<file path="config.mk">
export PLATFORM = sky130hd
export DESIGN_NAME = detect_beep_ctrl
export DESIGN_NICKNAME = d
export VERILOG_FILES = /design/src/rtl/detect_pkg.sv /design/src/rtl/tone_gen.sv /design/src/rtl/detect_beep_ctrl.sv
export SDC_FILE = /design/constraint.sdc
export NUM_CORES = 1
export LEC_CHECK = 0
export BUFFER_PORTS_ARGS = -buffer_cell sky130_fd_sc_hd__buf_2
export CORE_MARGIN = 2
export CORE_UTILIZATION = 49
export DETAILED_ROUTE_END_ITERATION = 6
export PLACE_DENSITY_LB_ADDON = 0.1
export REMOVE_ABC_BUFFERS = 1
export SYNTH_ARGS = -nofsm -noshare
export SYNTH_HDL_FRONTEND = slang
export SYNTH_SLANG_ARGS = --single-unit
</file>
<file path="constraint.sdc">
create_clock -name clk -period 6.4 [get_ports clk]
set_clock_uncertainty 0.05 [all_clocks]
set_input_delay 1.28 -clock clk [delete_from_list [all_inputs] [get_ports clk]]
set_output_delay 1.28 -clock clk [all_outputs]
set_load 0.05 [all_outputs]
</file>
<file path="src/rtl/detect_pkg.sv">
// Shared types and constants for the detection result / beeper stage.
// Latency: n/a (declarations only).
// Backpressure: n/a (declarations only).
package detect_pkg;

  // Controller states; the fourth 2-bit code is unused and recovers to IDLE.
  typedef enum logic [1:0] {
    ST_IDLE    = 2'b00,
    ST_BEEP    = 2'b01,
    ST_HOLDOFF = 2'b10
  } state_e;

  // Timer and tone counter width.
  localparam int CNT_W  = 32;
  // Consecutive-positive run counter width (CONFIRM is 1..15).
  localparam int RUN_W  = 4;
  // Detection counter width.
  localparam int DCNT_W = 8;

  // Default timing for a 50 MHz core clock.
  localparam int unsigned DEF_CONFIRM        = 2;
  localparam int unsigned DEF_TONE_HALF      = 6250;        // 4 kHz tone
  localparam int unsigned DEF_BEEP_CYCLES    = 50_000_000;  // 1 s of tone
  localparam int unsigned DEF_HOLDOFF_CYCLES = 5_000_000;   // 100 ms quiet

  // Saturating increment for the detection counter: sticks at all-ones.
  function automatic logic [DCNT_W-1:0] sat_inc(input logic [DCNT_W-1:0] v);
    return (v == '1) ? v : v + DCNT_W'(1);
  endfunction

endpackage

</file>
<file path="src/rtl/tone_gen.sv">
// Enable-gated square-wave generator; output starts high for one full half-period.
// Latency: tone_o goes high on the same edge en_i is first seen high; low on the edge en_i is seen low.
// Backpressure: none; free-running while enabled, cleared when disabled.
module tone_gen
  import detect_pkg::*;
#(
  parameter int unsigned TONE_HALF = DEF_TONE_HALF
) (
  input  logic clk,
  input  logic reset,
  input  logic en_i,
  output logic tone_o
);

  // Counter value at which the half-period ends and the output flips.
  localparam logic [CNT_W-1:0] HALF_LAST = CNT_W'(TONE_HALF - 1);

  logic             en_q;
  logic [CNT_W-1:0] cnt_q, cnt_d;
  logic             tone_q, tone_d;

  // Next tone state: clear when disabled, restart high on enable rise, else count and flip on wrap.
  always_comb begin
    cnt_d  = cnt_q;
    tone_d = tone_q;
    if (!en_i) begin
      cnt_d  = '0;
      tone_d = 1'b0;
    end else if (!en_q) begin
      cnt_d  = '0;
      tone_d = 1'b1;
    end else if (cnt_q == HALF_LAST) begin
      cnt_d  = '0;
      tone_d = ~tone_q;
    end else begin
      cnt_d  = cnt_q + CNT_W'(1);
    end
  end

  // Tone registers; async reset forces the piezo drive low immediately.
  always_ff @(posedge clk or negedge reset) begin
    if (!reset) begin
      en_q   <= 1'b0;
      cnt_q  <= '0;
      tone_q <= 1'b0;
    end else begin
      en_q   <= en_i;
      cnt_q  <= cnt_d;
      tone_q <= tone_d;
    end
  end

  assign tone_o = tone_q;

endmodule

</file>
<file path="src/rtl/detect_beep_ctrl.sv">
// Qualifies DP match frames (CONFIRM in a row), then beeps for a fixed time and holds off before re-arming.
// Latency: busy/beep/detect_count update on the edge that samples the qualifying strobe; LEDs 1 cycle.
// Backpressure: none; strobes outside IDLE only update led_detect and are otherwise dropped.
module detect_beep_ctrl
  import detect_pkg::*;
#(
  parameter int unsigned CONFIRM        = DEF_CONFIRM,
  parameter int unsigned TONE_HALF      = DEF_TONE_HALF,
  parameter int unsigned BEEP_CYCLES    = DEF_BEEP_CYCLES,
  parameter int unsigned HOLDOFF_CYCLES = DEF_HOLDOFF_CYCLES
) (
  input  logic              clk,
  input  logic              reset,
  input  logic              result_dv,
  input  logic              result,
  input  logic              vad_in,
  output logic              beep,
  output logic              led_detect,
  output logic              led_vad,
  output logic              busy,
  output logic [DCNT_W-1:0] detect_count
);

  // Terminal counts, resolved at elaboration so the compares are plain equality.
  localparam logic [RUN_W-1:0] CONFIRM_L = RUN_W'(CONFIRM);
  localparam logic [CNT_W-1:0] BEEP_LAST = CNT_W'(BEEP_CYCLES - 1);
  localparam logic [CNT_W-1:0] HOLD_LAST = CNT_W'(HOLDOFF_CYCLES - 1);

  state_e              state_q, state_d;
  logic [RUN_W-1:0]    run_q, run_d;
  logic [CNT_W-1:0]    timer_q, timer_d;
  logic [DCNT_W-1:0]   count_q, count_d;
  logic                busy_q, busy_d;
  logic                led_det_q, led_det_d;
  logic                vad_q;
  logic                pos_strobe;
  logic                vad_fall;
  logic                trigger;
  logic                tone_en;

  // State register; reset lands in IDLE.
  always_ff @(posedge clk or negedge reset) begin
    if (!reset) begin
      state_q <= ST_IDLE;
    end else begin
      state_q <= state_d;
    end
  end

  // Next state: qualify in IDLE, then time out BEEP and HOLDOFF; unknown codes fall back to IDLE.
  always_comb begin
    pos_strobe = result_dv & result;
    // A voice-activity drop ends the utterance, so it vetoes any pending run.
    vad_fall   = vad_q & ~vad_in;
    trigger    = 1'b0;
    state_d    = state_q;
    case (state_q)
      ST_IDLE: begin
        if (pos_strobe && !vad_fall && ((run_q + RUN_W'(1)) == CONFIRM_L)) begin
          trigger = 1'b1;
          state_d = ST_BEEP;
        end
      end
      ST_BEEP: begin
        if (timer_q == BEEP_LAST) begin
          state_d = ST_HOLDOFF;
        end
      end
      ST_HOLDOFF: begin
        if (timer_q == HOLD_LAST) begin
          state_d = ST_IDLE;
        end
      end
      default: begin
        state_d = ST_IDLE;
      end
    endcase
  end

  // Outputs derived from the next state so that busy and the tone are registered yet aligned with it.
  always_comb begin
    busy_d  = (state_d != ST_IDLE);
    tone_en = (state_d == ST_BEEP);
  end

  // Run counter, phase timer, detection count and LED next values.
  always_comb begin
    run_d     = run_q;
    timer_d   = timer_q;
    count_d   = count_q;
    led_det_d = led_det_q;

    // The run only accumulates while armed; it is parked at zero otherwise.
    if (state_q != ST_IDLE || trigger || vad_fall) begin
      run_d = '0;
    end else if (result_dv) begin
      run_d = result ? (run_q + RUN_W'(1)) : '0;
    end

    // Timer counts cycles spent in the current timed phase and restarts on every state change.
    if (state_d != state_q || state_q == ST_IDLE) begin
      timer_d = '0;
    end else begin
      timer_d = timer_q + CNT_W'(1);
    end

    if (trigger) begin
      count_d = sat_inc(count_q);
    end

    // The detect LED mirrors every result regardless of state.
    if (result_dv) begin
      led_det_d = result;
    end
  end

  // Datapath and output registers.
  always_ff @(posedge clk or negedge reset) begin
    if (!reset) begin
      run_q     <= '0;
      timer_q   <= '0;
      count_q   <= '0;
      busy_q    <= 1'b0;
      led_det_q <= 1'b0;
      vad_q     <= 1'b0;
    end else begin
      run_q     <= run_d;
      timer_q   <= timer_d;
      count_q   <= count_d;
      busy_q    <= busy_d;
      led_det_q <= led_det_d;
      vad_q     <= vad_in;
    end
  end

  tone_gen #(
    .TONE_HALF (TONE_HALF)
  ) u_tone (
    .clk    (clk),
    .reset  (reset),
    .en_i   (tone_en),
    .tone_o (beep)
  );

  assign led_detect   = led_det_q;
  assign led_vad      = vad_q;
  assign busy         = busy_q;
  assign detect_count = count_q;

endmodule

</file>
==> flow_summary_export.csv <==
group,metric,value,unit
setup_path,worst_r2r_endpoint,"timer_q[24]$_DFF_PN0_",
power,power,1.26,mW
synthesis,synth_top_family_by_area,"simple AND/OR/NAND/NOR gates",
sta,setup_violations,0,
synthesis,synth_fa_ha_area_frac,0.0177,
setup_path,crit_type,"in -> reg",
clock_network,clock_sink_count,83,
setup_path,crit_fanout,8,
drt,num_vias,2937,
place,portBuffers,16,
job,max_cap_violations,0,
clock_network,ctsHoldBuffers,0,
sta,min_period,3.07,ns
drt,vias_per_cell,5.47,
setup_path,r2r_setup_slack,3.70,ns
floorplanning,std_cell_rows,33,
setup_path,cp-start-kind,"primary input",
setup_path,crit-reg2reg-launch,"timer_q[6]$_DFF_PN0_",
place,placed_area,4370,sq um
synthesis,ys_ff_latch,83,
synthesis,synthSimpleGateAreaFrac,0.290,
synthesis,postSynth.asyncResetShare,1.00,
sta,setup_tns,0,ns
clock_network,htree_levels,3,
setup_path,required,6.59,ns
clock_network,cts_tree,"done",
drt,wl_per_cell,14.2,um
clock_network,postCtsSetupBuffers,0,
synthesis,synthCells,409,
layout,final_cells,537,
synthesis,syn-cell-area,4240,sq um
layout,drive_above_1_share,0.150,
grt,grt_overflow_total,0,
clock_network,clk_path_buf_depth,2,
clock_network,cts-root-buf,"clkbuf_8",
power,p_per_area,272,nW/um^2
grt,grt_busiest_layer,"met2",
synthesis,ys.flop_type,"dfrtp_1",
synthesis,avgSynthCellArea,10.4,sq um
grt,met3_usage,0.0354,
grt,grt_max_degree,84,
sta,rsz0062_at_grt,"false",
synthesis,synth_mux_area_frac,0.00532,
layout,fin_area,4620,sq um
setup_path,critPathArrivalTime,3.26,ns
floorplanning,die_x,97.0,um
sta,worstMarginPinSlew,1.20,ns
floorplanning,ios,17,
layout,multiInputGateArea,2050,sq um
layout,areaGrowthSynthToFinish,9.10,%
worst_hold_path,min_delay_path_depth,1,
layout,n_fill_cell,721,
sta,max-slew-margin-rel,0.192,
floorplanning,die_h,97.0,um
grt,antenna_found_initial,0,
synthesis,synth_compound_area_frac,0.0319,
clock_network,ctsResizeCount,0,
synthesis,synth_xor_area_frac,0.139,
worst_hold_path,min_path_type,"reg -> reg",
floorplanning,dieArea,9400,sq um
grt,grt_pass1_vias,2905,
place,dpl.cell_count,521,
clock_network,numCtsBuffers,9,
worst_hold_path,min_from,"timer_q[0]$_DFF_PN0_",
drt,ant_nets,0,
grt,met1_usage,0.244,
synthesis,seq_area_frac_synth,0.490,
sta,fmax,0.326,GHz
outcome,status,"finished clean",
layout,fin_nets,438,
synthesis,synth_edf_count,0,
clock_network,clk_pin_slew_worst_paths,0.09,ns
setup_path,ff2ff_path_depth,5,
sta,hold_violations,0,
power,p_leak,2.09,nW
clock_network,worstSkewPairLatency,0.35,ns
setup_path,end_kind,"register",
layout,diodes,0,
drt,post-route-drc-count,0,
sta,slew_violations,0,
power,ir_worst_vdd,0.137,mV
drt,dr.pass1.iters,5,
place,place_hpwl,5.03,mm
sta,min_period_over_period,0.480,
drt,drtIter0Drc,112,
synthesis,ys_warn_count,0,
place,routabilityCongestion,0.819,
synthesis,yosysUniqueCellTypes,43,
layout,seqCellArea,2080,sq um
drt,wl,7.64,mm
grt,grt_use_total,0.174,
grt,grt_pass1_wl,13.5,mm
worst_hold_path,whs_endpoint,"timer_q[0]$_DFF_PN0_",
floorplanning,initial_utilization,0.510,
grt,grtUsageMet2,0.269,
floorplanning,core,8300,sq um
-- flip-flops by register name, indices dropped and copies added, names as in the netlist --
signal,flops
u_tone.en_q,1
u_tone.cnt_q,32
busy,1
timer_q,32
run_q,4
led_vad,1
detect_count,8
led_detect,1
u_tone.tone_o,1
state_q,2
-- metal layers --
layer | vias to the layer above | part of all wire
met5 | - | 0
met4 | 0 | 0.0089
met3 | 6 | 0.030
met2 | 33 | 0.46
met1 | 1445 | 0.50
li1 | 1453 | -
-- cells by family (layout without fill, tap and decap cells) --
| logic type | after synthesis | in the layout |
|---|---|---|
| and+or+nand+nor | 217 | 217 |
| DFF | 83 | 83 |
| xor gates and xnor gates | 67 | 67 |
| AOI/OAI and AO/OA | 17 | 17 |
| buffers and inverters | 17 | 40 |
| adders and majority gates | 6 | 6 |
| muxes | 2 | 2 |
-- how the worst max path moves through the flow --
stage | depth (start not counted) | start | slack (ns) | to
2_1_floorplan | 4 | result | 3.40 | detect_count[1]$_DFFE_PN0P_
3_3_place_gp | 5 | result_dv | 2.95 | detect_count[1]$_DFFE_PN0P_
3_5_place_dp | 5 | result_dv | 2.91 | detect_count[1]$_DFFE_PN0P_
4_1_cts | 5 | result_dv | 3.29 | detect_count[1]$_DFFE_PN0P_
5_1_grt | 6 | result_dv | 3.08 | detect_count[4]$_DFFE_PN0P_
6_report | 5 | result_dv | 3.33 | detect_count[1]$_DFFE_PN0P_
-- layout by cell type, fill, tap and decap left out, types with 4 or more instances in the layout --
cell      instances
a21oi_1           5
and3_1           12
and4_1            5
buf_2            15
clkbuf_8          9
dfrtp_1          83
ha_1              6
inv_1             7
nand2_1          24
nand2b_1          4
nand3_1          31
nand4_1          24
nor2_1           64
nor2_2           11
nor2b_1           4
nor4_1            6
o21ai_0           6
xnor2_1          19
xor2_1           48
-- stage by stage --
| stage | utilization | worst slack (ns) | hold slack [ns] |
|---|---|---|---|
| after floorplan | - | 3.40 | 0.398 |
| after detailed placement | 0.527 | 2.91 | 0.437 |
| final | 0.557 | 3.33 | 0.440 |
| after CTS | 0.557 | 3.29 | 0.447 |
| after global routing | 0.557 | 3.08 | 0.479 |
| after global placement | 0.527 | 2.95 | 0.423 |
-- worst max-delay path: stages --
cell      delay (ns)
buf_2           0.14
nand2_1         0.13
nor4b_1         0.26
nor4bb_1        1.03
mux2_2          0.42
-- layout make-up --
type / count / area share
Clock buffer: 9 / 0.0268
Inverter: 7 / 0.00569
Tap cell: 105 / 0.0284
Clock inverter: 7 / 0.0265
Sequential cell: 83 / 0.449
Timing Repair Buffer: 17 / 0.0195
Multi-Input combinational cell: 309 / 0.444
-- where the power goes --
group | total (mW) | switching (mW) | internal (mW)
clock | 0.455 | 0.194 | 0.262
sequential | 0.639 | 0.0625 | 0.576
combinational | 0.164 | 0.0923 | 0.0720
total | 1.26 | 0.348 | 0.910
-- cells in the mapped netlist (5+ instances only) --
cell type	count	area share
xnor2_1	19	0.039
inv_1	7	0.0062
nand3_1	31	0.037
dfrtp_1	83	0.49
nand4_1	24	0.035
buf_6	6	0.016
and3_1	12	0.018
nor2_2	11	0.016
xor2_1	48	0.099
nor4_1	6	0.0089
and4_1	5	0.010
ha_1	6	0.018
a21oi_1	5	0.0059
nor2_1	64	0.057
nand2_1	24	0.021
o21ai_0	6	0.0071
Power figures use the tool's default switching activity.
